--- src/rtl/smg_pkg.sv ---
// Shared 7-segment definitions for the display encoder and the capture monitor.
// Patterns are active-low with bit0 = segment a through bit6 = segment g.
package smg_pkg;

  localparam logic [6:0] SEG_0     = 7'b100_0000;
  localparam logic [6:0] SEG_1     = 7'b111_1001;
  localparam logic [6:0] SEG_2     = 7'b010_0100;
  localparam logic [6:0] SEG_3     = 7'b011_0000;
  localparam logic [6:0] SEG_4     = 7'b001_1001;
  localparam logic [6:0] SEG_5     = 7'b001_0010;
  localparam logic [6:0] SEG_6     = 7'b000_0010;
  localparam logic [6:0] SEG_7     = 7'b111_1000;
  localparam logic [6:0] SEG_8     = 7'b000_0000;
  localparam logic [6:0] SEG_9     = 7'b001_0000;
  localparam logic [6:0] SEG_BLANK = 7'h7F;

  typedef enum logic [1:0] {
    IDLE,
    TRACK,
    HELD
  } smg_state_e;

endpackage

--- src/rtl/smg_pattern_lookup.sv ---
// Combinational inverse of the digit encoder: segment pattern to BCD value plus
// blank/error classification. Value reads 0 for blank and undecodable patterns.
module smg_pattern_lookup
  import smg_pkg::*;
(
  input  logic [6:0] pattern_i,
  output logic [3:0] value_o,
  output logic       is_blank_o,
  output logic       is_error_o
);

  always_comb begin
    value_o    = 4'd0;
    is_blank_o = 1'b0;
    is_error_o = 1'b0;
    case (pattern_i)
      SEG_0:     value_o = 4'd0;
      SEG_1:     value_o = 4'd1;
      SEG_2:     value_o = 4'd2;
      SEG_3:     value_o = 4'd3;
      SEG_4:     value_o = 4'd4;
      SEG_5:     value_o = 4'd5;
      SEG_6:     value_o = 4'd6;
      SEG_7:     value_o = 4'd7;
      SEG_8:     value_o = 4'd8;
      SEG_9:     value_o = 4'd9;
      SEG_BLANK: is_blank_o = 1'b1;
      default:   is_error_o = 1'b1;
    endcase
  end

endmodule

--- src/rtl/smg_decode_capture_module.sv ---
// Multiplexed 7-segment bus monitor: debounces each scan slot, decodes it to BCD and
// holds a per-digit value with valid/blank flags that expire without refresh.
module smg_decode_capture_module
  import smg_pkg::*;
#(
  parameter int unsigned N_DIGITS       = 4,
  parameter int unsigned STABLE_CYCLES  = 4,
  parameter int unsigned TIMEOUT_CYCLES = 1024
) (
  input  logic                  CLK,
  input  logic                  RST,
  input  logic [6:0]            SMG_Data,
  input  logic [N_DIGITS-1:0]   SMG_Sel,
  output logic [4*N_DIGITS-1:0] Number_Data,
  output logic [N_DIGITS-1:0]   Digit_Valid,
  output logic [N_DIGITS-1:0]   Digit_Blank,
  output logic                  Update_Pulse,
  output logic                  Error_Pulse,
  output logic [N_DIGITS-1:0]   Error_Sel
);

  localparam int unsigned CntW = $clog2(STABLE_CYCLES + 1);
  localparam int unsigned TmoW = $clog2(TIMEOUT_CYCLES + 1);
  localparam logic [CntW-1:0] CntMax  = CntW'(STABLE_CYCLES);
  localparam logic [TmoW-1:0] TmoMax  = TmoW'(TIMEOUT_CYCLES);
  localparam logic [TmoW-1:0] TmoLast = TmoW'(TIMEOUT_CYCLES - 1);

  // True when exactly one select line is driven low.
  function automatic logic one_low(input logic [N_DIGITS-1:0] sel);
    logic [N_DIGITS-1:0] lo;
    lo = ~sel;
    return (lo != '0) && ((lo & (lo - 1'b1)) == '0);
  endfunction

  logic [6:0]          s_seg_q;
  logic [N_DIGITS-1:0] s_sel_q;

  smg_state_e          state_q, state_d;
  logic [CntW-1:0]     cnt_q, cnt_d;
  logic [6:0]          ref_seg_q, ref_seg_d;
  logic [N_DIGITS-1:0] ref_sel_q, ref_sel_d;
  logic                accept;

  logic [4*N_DIGITS-1:0] num_q;
  logic [N_DIGITS-1:0]   valid_q, blank_q, err_sel_q;
  logic                  upd_q, err_q;
  logic [TmoW-1:0]       tcnt_q [N_DIGITS];

  logic                legal, same;
  logic [N_DIGITS-1:0] sel_hot;
  logic [3:0]          lk_value;
  logic                lk_blank, lk_error;

  always_ff @(posedge CLK) begin
    if (RST) begin
      s_seg_q <= SEG_BLANK;
      s_sel_q <= '1;
    end else begin
      s_seg_q <= SMG_Data;
      s_sel_q <= SMG_Sel;
    end
  end

  assign legal = one_low(s_sel_q);
  assign same  = (s_seg_q == ref_seg_q) && (s_sel_q == ref_sel_q);

  always_comb begin
    state_d   = state_q;
    cnt_d     = cnt_q;
    ref_seg_d = ref_seg_q;
    ref_sel_d = ref_sel_q;
    accept    = 1'b0;
    unique case (state_q)
      IDLE: begin
        if (legal) begin
          state_d   = TRACK;
          cnt_d     = CntW'(1);
          ref_seg_d = s_seg_q;
          ref_sel_d = s_sel_q;
        end
      end
      TRACK: begin
        if (!legal) begin
          state_d = IDLE;
          cnt_d   = '0;
        end else if (same) begin
          cnt_d = (cnt_q == CntMax) ? cnt_q : cnt_q + 1'b1;
        end else begin
          cnt_d     = CntW'(1);
          ref_seg_d = s_seg_q;
          ref_sel_d = s_sel_q;
        end
      end
      HELD: begin
        if (!legal) begin
          state_d = IDLE;
          cnt_d   = '0;
        end else if (!same) begin
          state_d   = TRACK;
          cnt_d     = CntW'(1);
          ref_seg_d = s_seg_q;
          ref_sel_d = s_sel_q;
        end
      end
      default: begin
        state_d = IDLE;
        cnt_d   = '0;
      end
    endcase
    // Accept on the edge the run length reaches the threshold, so a single-cycle
    // threshold can accept straight out of IDLE or a reload.
    if (state_d == TRACK && cnt_d == CntMax) begin
      accept  = 1'b1;
      state_d = HELD;
    end
  end

  always_ff @(posedge CLK) begin
    if (RST) begin
      state_q   <= IDLE;
      cnt_q     <= '0;
      ref_seg_q <= SEG_BLANK;
      ref_sel_q <= '1;
    end else begin
      state_q   <= state_d;
      cnt_q     <= cnt_d;
      ref_seg_q <= ref_seg_d;
      ref_sel_q <= ref_sel_d;
    end
  end

  // Decode the pattern being accepted; it always equals the next reference.
  smg_pattern_lookup u_lookup (
    .pattern_i  (ref_seg_d),
    .value_o    (lk_value),
    .is_blank_o (lk_blank),
    .is_error_o (lk_error)
  );

  assign sel_hot = ~ref_sel_d;

  always_ff @(posedge CLK) begin
    if (RST) begin
      num_q     <= '0;
      valid_q   <= '0;
      blank_q   <= '0;
      err_sel_q <= '0;
      upd_q     <= 1'b0;
      err_q     <= 1'b0;
      for (int i = 0; i < N_DIGITS; i++) tcnt_q[i] <= '0;
    end else begin
      upd_q <= accept & ~lk_error;
      err_q <= accept & lk_error;
      if (accept && lk_error) err_sel_q <= sel_hot;
      for (int i = 0; i < N_DIGITS; i++) begin
        if (accept && sel_hot[i]) begin
          tcnt_q[i] <= '0;
          if (lk_error) begin
            valid_q[i] <= 1'b0;
            blank_q[i] <= 1'b0;
          end else begin
            num_q[4*i +: 4] <= lk_value;
            valid_q[i]      <= 1'b1;
            blank_q[i]      <= lk_blank;
          end
        end else begin
          if (tcnt_q[i] != TmoMax) tcnt_q[i] <= tcnt_q[i] + 1'b1;
          if (tcnt_q[i] >= TmoLast) begin
            valid_q[i] <= 1'b0;
            blank_q[i] <= 1'b0;
          end
        end
      end
    end
  end

  assign Number_Data  = num_q;
  assign Digit_Valid  = valid_q;
  assign Digit_Blank  = blank_q;
  assign Update_Pulse = upd_q;
  assign Error_Pulse  = err_q;
  assign Error_Sel    = err_sel_q;

endmodule

--- config.mk ---
export PLATFORM = sky130hd
export DESIGN_NAME = smg_decode_capture_module
export DESIGN_NICKNAME = d
export VERILOG_FILES = /design/src/rtl/smg_pkg.sv /design/src/rtl/smg_pattern_lookup.sv /design/src/rtl/smg_decode_capture_module.sv
export SDC_FILE = /design/constraint.sdc
export NUM_CORES = 1
export LEC_CHECK = 0
export BUFFER_PORTS_ARGS = -buffer_cell sky130_fd_sc_hd__buf_2
export CORE_ASPECT_RATIO = 1.4
export CORE_UTILIZATION = 30
export DETAILED_ROUTE_END_ITERATION = 12
export HOLD_SLACK_MARGIN = 0.12
export PLACE_DENSITY = 0.55
export SLEW_MARGIN = 30
export SYNTH_ARGS = -nofsm -noshare
export SYNTH_HDL_FRONTEND = slang
export SYNTH_SLANG_ARGS = --single-unit
--- constraint.sdc ---
create_clock -name CLK -period 9.7 [get_ports CLK]
set_clock_uncertainty 0.15 [all_clocks]
set_input_delay 1.94 -clock CLK [delete_from_list [all_inputs] [get_ports CLK]]
set_output_delay 1.94 -clock CLK [all_outputs]
set_load 0.02 [all_outputs]
After elaboration in Yosys (flattened, before gate mapping)
Memories as Yosys holds them, arrays and structs flattened.
Index checks and enable logic that the tools add are counted.
{"block": "word_totals", "regBits": 57, "mem_bits_rw": 44, "inputBits": 13, "out_inout_bits": 30, "word_cells": 167, "memories": 1}
{"block": "classes", "n_addsub": 6, "magnitude_cmp": 4, "eq_ne": 21, "mux": 77, "n_bitwise": 13, "reduce_logical": 23}
{"memory": "tcnt_q", "depth": 4, "word_bits": 11, "read_ports": 4, "rd_ports_with_merged_regs": 0, "wr": 4, "line_no": "smg_decode_capture_module.sv:47", "text": "logic [TmoW-1:0] tcnt_q [N_DIGITS];"}
{"operator": "$mux 11", "count": 8}
{"operator": "$mux 1", "count": 47}
{"operator": "$add 11x1->11 const B", "count": 4}
{"operator": "$ge 11x10->1 const B", "count": 4}
{"operator": "$ne 11x11->1 const B", "count": 4}
{"operator": "$pmux 4 s9", "count": 1}
{"operator": "$eq 7x7->1 const B", "count": 4}
{"operator": "$eq 7x5->1 const B", "count": 3}
{"operator": "$mux 7", "count": 3}
{"operator": "$mux 3", "count": 6}
{"operator": "$eq 7x6->1 const B", "count": 2}
{"operator": "$pmux 7 s2", "count": 1}
{"operator": "$mux 4", "count": 3}
{"operator": "$reduce_or 11->1", "count": 1}
{"operator": "$mux 2", "count": 5}
{"operator": "$pmux 3 s3", "count": 1}
{"operator": "$logic_and 1x1->1", "count": 8}
{"operator": "$not 4->4", "count": 2}
{"operator": "$or 1x1->1", "count": 8}
{"operator": "$pmux 4 s2", "count": 1}
{"operator": "$reduce_and 2->1", "count": 4}
{"operator": "$reduce_bool 2->1", "count": 4}
{"operator": "$eq 7x2->1 const B", "count": 1}
{"operator": "$eq 7x7->1", "count": 1}
{"operator": "other kinds (14)", "count": 18}

Longest topological paths before layout
Gate-level depths: netlist of run 1.
{"block": "logic_depth", "word_depth": 16, "depth_mapped": 13}

Hierarchy
From an unflattened synthesis of run 1, not the netlist that was laid out.
{"block": "hier_totals", "cells_unflattened": 511, "hier_area_um2": 5296.3}
{"mod": "smg_decode_capture_module", "instances": 1, "cells_each": 486, "area_each_um2": 5117.4, "seq_area_each_um2": 2462.4}
{"mod": "smg_pattern_lookup", "instances": 1, "cells_each": 25, "area_each_um2": 178.9, "seq_area_each_um2": 0.0}

Worst setup path after synthesis of run 1
OpenSTA, ideal clock, no wires.
{"block": "synth_timing", "kind": "in2reg", "start": "input port RST", "end": "memory tcnt_q[0][0] (netlist name) (enable)", "setup_ns": 0.345, "arrival_time_ns": 3.019, "slack_ns": 6.186, "path_stages": 5, "n_path_buf": 3, "cell_sequence": "clkbuf_1 -> clkbuf_1 -> clkbuf_1 -> nor2_1 -> nand2_1"}
{"item": "start, declared", "line_no": "smg_decode_capture_module.sv:11", "text": "input logic RST,"}
{"item": "end, declared", "line_no": "smg_decode_capture_module.sv:47"}

==> results of run 1 <==
[worst min-delay path: cells and delay by family, from the launching register on]
family             cells  cell delay (ns)
AOI/OAI and AO/OA      1             0.06
DFF                    1             0.32
and+or+nand+nor        1             0.07
[routing by layer]
metal,up-vias,global-route usage (%),wire length [um]
li1,2317,-,-
met1,2265,16.5,5980
met2,136,26.8,7350
met3,36,2.40,527
met4,0,9.50,526
met5,-,0,0
[synthesized netlist by cell type (all sizes together) (5+ instances only)]
| library cell | instances | area (um^2) |
|---|---|---|
| a221oi | 5 | 50.0 |
| o21ai | 23 | 115 |
| ha | 14 | 175 |
| a21oi | 19 | 95.1 |
| inv | 26 | 97.6 |
| or3 | 13 | 81.3 |
| nor2b | 10 | 62.6 |
| o31ai | 5 | 37.5 |
| and2 | 7 | 43.8 |
| or2 | 19 | 119 |
| nand4 | 12 | 75.1 |
| nor4 | 11 | 75.1 |
| edfxtp | 44 | 1320 |
| a31oi | 7 | 43.8 |
| nor3 | 17 | 85.1 |
| o221ai | 12 | 105 |
| nand3 | 25 | 125 |
| nand2 | 39 | 149 |
| nand2b | 17 | 106 |
| a211oi | 8 | 77.6 |
| and3 | 17 | 106 |
| nor2 | 79 | 297 |
| and4 | 7 | 61.3 |
| xor2 | 31 | 279 |
| a21boi | 5 | 37.5 |
| clkbuf | 18 | 67.6 |
| xnor2 | 18 | 158 |
| dfxtp | 57 | 1140 |
[flip-flops by register name (all words and copies together) (netlist names)]
signal,cells
Number_Data,16
s_seg_q,7
tcnt_q,44
ref_sel_q,4
Digit_Blank,4
ref_seg_q,7
Error_Sel,4
Digit_Valid,4
cnt_q,3
Update_Pulse,1
s_sel_q,4
state_q,2
Error_Pulse,1
[power by group through the flow]
stage	Combinational [uW]	Sequential (uW)	Clock (uW)
5_1_grt	263	499	407
3_3_place_gp	234	505	0
6_report	240	496	381
4_1_cts	237	495	390
2_1_floorplan	163	508	0
3_5_place_dp	236	505	0
[layout by cell type, fill, tap and decap left out, drive strengths merged, types with 4 or more instances in the layout]
master    n
a221oi    5
o22ai     4
a22o      4
o221ai   12
xor2     31
edfxtp   44
nand2    39
dfxtp    57
nand2b   17
and3     17
nor2b    10
buf      43
or2      19
o311ai    4
a22oi     4
clkbuf   10
xnor2    18
nand3    25
nor2     79
inv      29
nor3     17
or3      13
a31oi     7
nand4    12
a21boi    5
o21ai    23
o31ai     5
ha       14
a211oi    8
a2111oi   4
and4      7
and2      7
a21oi    19
nor4     11
[through the flow]
stage	total power, uW	util, %	setup WS, ns	cell area, um^2
after detailed placement	740	32.8	5.25	6070
after floorplan	671	-	6.19	5640
final	1120	34.4	5.16	6380
after global placement	739	32.8	5.35	6070
after CTS	1120	34.4	5.21	6380
after global routing	1170	34.4	4.71	6380
[worst min path at each step]
stage,startpoint,end,cells after the start
after detailed placement,Digit_Valid[3],Digit_Valid[3],2
after floorplan,ref_sel_q[1],ref_sel_q[1],2
after CTS,Number_Data[2],Number_Data[2],2
after global routing,Digit_Valid[2],Digit_Valid[2],2
final,Digit_Valid[2],Digit_Valid[2],2
after global placement,Digit_Blank[3],Digit_Blank[3],2
[layout make-up]
type,count,area [um^2]
fill,1887,12100
multi-input combinational,470,2990
sequential,101,2460
tap,244,305
clock buffer,10,239
timing repair buffer,43,218
inverter,26,97.6
clock inverter,6,75.1
[kinds of logic (layout without fill, tap and decap cells)]
group | Yosys count | count (layout) | share of synthesized area, %
AND/OR/NAND/NOR | 286 | 286 | 26.6
adder cells (fa/ha/maj) | 14 | 14 | 3.11
flip-flops | 101 | 101 | 43.7
XOR/XNOR | 49 | 49 | 7.74
AO/OA/AOI/OAI | 121 | 121 | 15.5
buffers and inverters | 47 | 85 | 3.39
==> impl_metrics.py, run 1 <==
metrics = {
    "sta": {
        "worst_pin_slew_ns": 0.868,
        "hold_violations": 0,
        "fin_crit_sh_pct": 46.8,
        "fmax_ghz": 0.220,
        "slew_headroom_pct": 42.0,
        "rsz0062_at_grt": "false",
        "setup_violations": 0,
        "fin_setup_tns_ns": 0,
        "period_minus_slack_ns": 4.54,
        "drv_slew": 0,
        "fin_hold_ws_ns": 0.338,
    },
    "cells_and_area": {
        "syn_to_final_growth_pct": 13.2,
        "antenna_cells": 0,
        "fin_cells": 900,
        "layout-drive-gt1-share_pct": 13.7,
        "nNetsFinal": 678,
    },
    "clock_tree": {
        "cts_tree": "built",
        "worstSkewPairLatency_ns": 0.35,
        "path_clk_slew_ns": 0.07,
        "cts_buffer_depth": 2,
        "clkSinkCount": 101,
        "hold_buffers": 0,
        "postCtsSetupBuffers": 0,
        "tritoncts.num_buffers": 9,
        "post_cts_resized": 0,
        "clockRootBuffer": "clkbuf_16",
        "h-tree-depth": 3,
    },
    "pwr": {
        "p_leak_uw": 0.00244,
        "comb_power_share_pct": 21.5,
        "internal_power_uw": 764,
        "power_density_mw_per_mm2": 175,
        "switchingPower_uw": 353,
        "seqPwrFrac_pct": 44.4,
        "peakVddDrop_uv": 77.0,
        "p_clk_share_pct": 34.1,
        "swShare_pct": 31.6,
    },
    "logic_synthesis": {
        "synthesis.nets": 645,
        "synth_area_mm2": 0.00564,
        "synth_ff_type": "dfxtp_1",
        "syn_area_per_cell_um2": 9.12,
        "yosysUniqueCellTypes": 64,
        "synth-async-reset-ratio_pct": 0,
        "synth_seq_area_share_pct": 43.7,
        "postSynthCellCount": 618,
        "yosysWarnings": 0,
        "synth_edf_count": 44,
        "yosys_register_bits": 101,
    },
    "place": {
        "dp.cells": 884,
        "dp_hpwl_mm": 10.5,
        "portBuffers": 42,
        "finalWeightedCongestion": 0.919,
    },
    "setup_path": {
        "rr_endpoint": "tcnt_q[3][2]",
        "arrival_ns": 4.38,
        "critPathKind": "reg -> reg",
        "cp.required_ns": 9.55,
        "worst_path_largest_cell_delay_ns": 0.69,
        "startpoint_type": "register",
        "reg2reg_from": "ref_seg_q[3]",
        "worstPathCellList": "xor2_1 -> nor3_1 -> nand4_1 -> o221ai_1 -> and2_1 -> nand4_1 -> nor2_1 -> nor2_1 -> nand2_1",
        "crit_path_end_kind": "register",
        "path_buf_inv": 0,
        "setup.worst_path.start": "ref_seg_q[3]",
        "r2r_setup_slack_ns": 5.16,
        "rr_worst_depth": 9,
        "cp-endpoint": "tcnt_q[3][2]",
        "critical_path.top_delay_family": "simple AND/OR/NAND/NOR gates",
        "crit_path_top_delay_cell": "nand4_1",
        "cp_max_fo": 24,
        "crit_cells": 9,
    },
    "die": {
        "core.rowCount": 59,
        "die_w_um": 118,
        "design.die.area_mm2": 0.0194,
        "die_y_um": 164,
        "io_pins": 43,
        "initial_utilization_pct": 30.4,
        "core_area_mm2": 0.0185,
    },
    "global_route": {
        "antenna_found_initial": 0,
        "grt_start_max_net_pins": 75,
        "grt.overflow.total": 0,
        "grt_pass1_wl_mm": 23.1,
        "grt_util_all_layers_pct": 15.0,
        "grt_pass1_vias": 4668,
    },
    "detailed_routing": {
        "ant_nets": 0,
        "vias": 4754,
        "wire_per_inst_um": 16.0,
        "drt_pass1_iterations": 4,
        "drt-total-wl_mm": 14.4,
        "drc_errors": 0,
        "dr.first_iter.drc_count": 243,
        "vias_per_cell": 5.28,
    },
    "run_status": {
        "outcome": "complete, no violations",
    },
    "run": {
        "drv_cap": 0,
    },
    "hold_path": {
        "hold_path_class": "reg -> reg",
    },
}
No activity file was read; power rests on OpenSTA's default activity.
==> inputs of run 2 (changes only) <==
Settings changed: PLACE_DENSITY 0.55 to 0.56.
Clock period 9.7 ns to 3.8 ns, I/O delays scaled along.
==> run 2 against run 1 <==
Cell count is 2.8% higher. Combinational power grew to 2.7 times the previous value. Routed wire length increased by 0.85%. Fmax grew 25%. Cell area up 3.2%. Non-clock buffer count up 25. Power rose to 2.6 times the previous value. Via count is 0.86% lower. First-iteration DRC count rose by 5.3%. Hold slack got worse by 0.023 ns. Register-to-register slack worse by 5.0 ns.
==> impl_metrics.py, run 2 (synthesis results as in run 1) <==
metrics = {
    "cells_and_area": {
        "syn_to_final_growth_pct": 16.8,
        "layout-drive-gt1-share_pct": 17.5,
        "fillCellCount": 1910,
        "seq_area_mm2": 0.00246,
        "fin_cells": 925,
        "largest_reg_flops": 44,
        "nNetsFinal": 703,
        "multi_input_area_mm2": 0.00301,
        "finish.utilization_pct": 35.5,
        "regMostFlops": "tcnt_q",
        "final_cell_mix": "78 x nor2_1, 57 x dfxtp_1, 44 x edfxtp_1",
        "final_common_cell": "nor2_1",
        "antenna_cells": 0,
    },
    "global_route": {
        "grt_pass1_vias": 4498,
        "grt_start_max_net_pins": 42,
        "grt_busiest_layer": "met2",
        "use_met1_pct": 17.9,
        "met2_usage_pct": 26.8,
        "grt_use_met3_pct": 2.47,
        "antenna_found_initial": 0,
        "grt_util_all_layers_pct": 15.5,
        "grt.overflow.total": 0,
        "grt_pass1_wl_mm": 23.3,
    },
    "pwr": {
        "peakVddDrop_uv": 208,
        "fin_total_pwr_uw": 2870,
        "p_leak_uw": 0.00257,
        "power_density_mw_per_mm2": 436,
    },
    "setup_path": {
        "critPathKind": "reg -> reg",
        "startpoint_type": "register",
        "cp.required_ns": 3.86,
        "crit_path_end_kind": "register",
        "worst_path_largest_cell_delay_ns": 0.52,
        "worstPathCellList": "inv_1 -> ha_1 -> a31oi_1 -> a21boi_0 -> o221a_2 -> or2_1 -> or4_4 -> a211o_2 -> a21oi_1 -> a221oi_1",
        "arrival_ns": 3.70,
        "cp_max_fo": 8,
        "crit_path_top_delay_cell": "or4_4",
    },
    "hold_path": {
        "hold_path_class": "reg -> reg",
    },
    "die": {
        "io_pins": 43,
        "initial_utilization_pct": 30.4,
        "die_w_um": 118,
        "design.die.area_mm2": 0.0194,
        "die_y_um": 164,
        "core.rowCount": 59,
        "core_area_mm2": 0.0185,
    },
    "sta": {
        "setup_violations": 0,
        "period_minus_slack_ns": 3.64,
        "fin_hold_ws_ns": 0.316,
        "rsz0062_at_grt": "true",
        "fmax_ghz": 0.275,
        "drv_slew": 0,
        "worst_pin_slew_ns": 0.666,
        "fin_crit_sh_pct": 95.8,
        "hold_violations": 0,
        "slew_headroom_pct": 55.6,
    },
    "place": {
        "dp.cells": 909,
        "dp_hpwl_mm": 10.8,
        "finalWeightedCongestion": 0.922,
        "portBuffers": 42,
    },
    "clock_tree": {
        "worstSkewPairLatency_ns": 0.35,
        "tritoncts.num_buffers": 9,
        "path_clk_slew_ns": 0.07,
        "cts_buffer_depth": 2,
        "clockRootBuffer": "clkbuf_16",
        "postCtsSetupBuffers": 0,
        "h-tree-depth": 3,
        "cts_tree": "built",
        "clkSinkCount": 101,
        "hold_buffers": 0,
    },
    "detailed_routing": {
        "drt_pass1_iterations": 5,
        "dr.first_iter.drc_count": 256,
        "ant_nets": 0,
        "wire_per_inst_um": 15.7,
        "vias": 4713,
        "vias_per_cell": 5.10,
        "drc_errors": 0,
        "drt-total-wl_mm": 14.5,
    },
    "run_status": {
        "outcome": "complete, no violations",
    },
    "run": {
        "drv_cap": 0,
    },
}
## run 2: final cells by class
type                       instances  share of cell area [%]
sequential                       101                    37.4
clock buffer                      12                    3.89
inverter                          26                    1.48
tap                              244                    4.64
clock inverter                     4                   0.817
multi-input combinational        470                    45.6
timing repair buffer              68                    6.16
## run 2: worst max-delay path: cells and delay by family, from the launching register on
kind            cells  cell delay, ns
compound gates      6            1.66
simple gates        2            0.80
fa+ha+maj           1            0.41
flops               1            0.40
buf+inv             1            0.09
## run 2: final timing paths
check / from / end / slack (ns) / cells after the start
worst min register to register: Digit_Valid[2] / Digit_Valid[2] / 0.32 / 2
worst max register to register: state_q[0] / Number_Data[6] / 0.16 / 10
worst min-delay path: Digit_Valid[2] / Digit_Valid[2] / 0.32 / 2
worst max-delay path: state_q[0] / Number_Data[6] / 0.16 / 10
## run 2: through the flow
step	area, um^2	TNS [ns]	setup WS (ns)
floorplan	5640	0	0.608
global placement	6260	0	0.112
detailed placement	6260	0	0.0834
CTS	6570	0	0.0753
global route	6590	-0.0726	-0.0402
finish	6590	0	0.160
## run 2: report_power, final
group	total, uW	internal [uW]	switching (uW)
registers	1260	1200	67.3
clock network	959	551	408
logic	647	256	391
total	2870	2000	867
## run 2: timing repair
action | in CTS | in global routing
hold endpoints to repair | 0 | 0
endpoints found under the setup margin | 0 | 21
resized for setup | 0 | 5
## run 2: routing by layer
layer,wire length [um],vias up
li1,-,2367
met2,7230,112
met4,608,0
met5,0,-
met1,6260,2199
met3,404,35
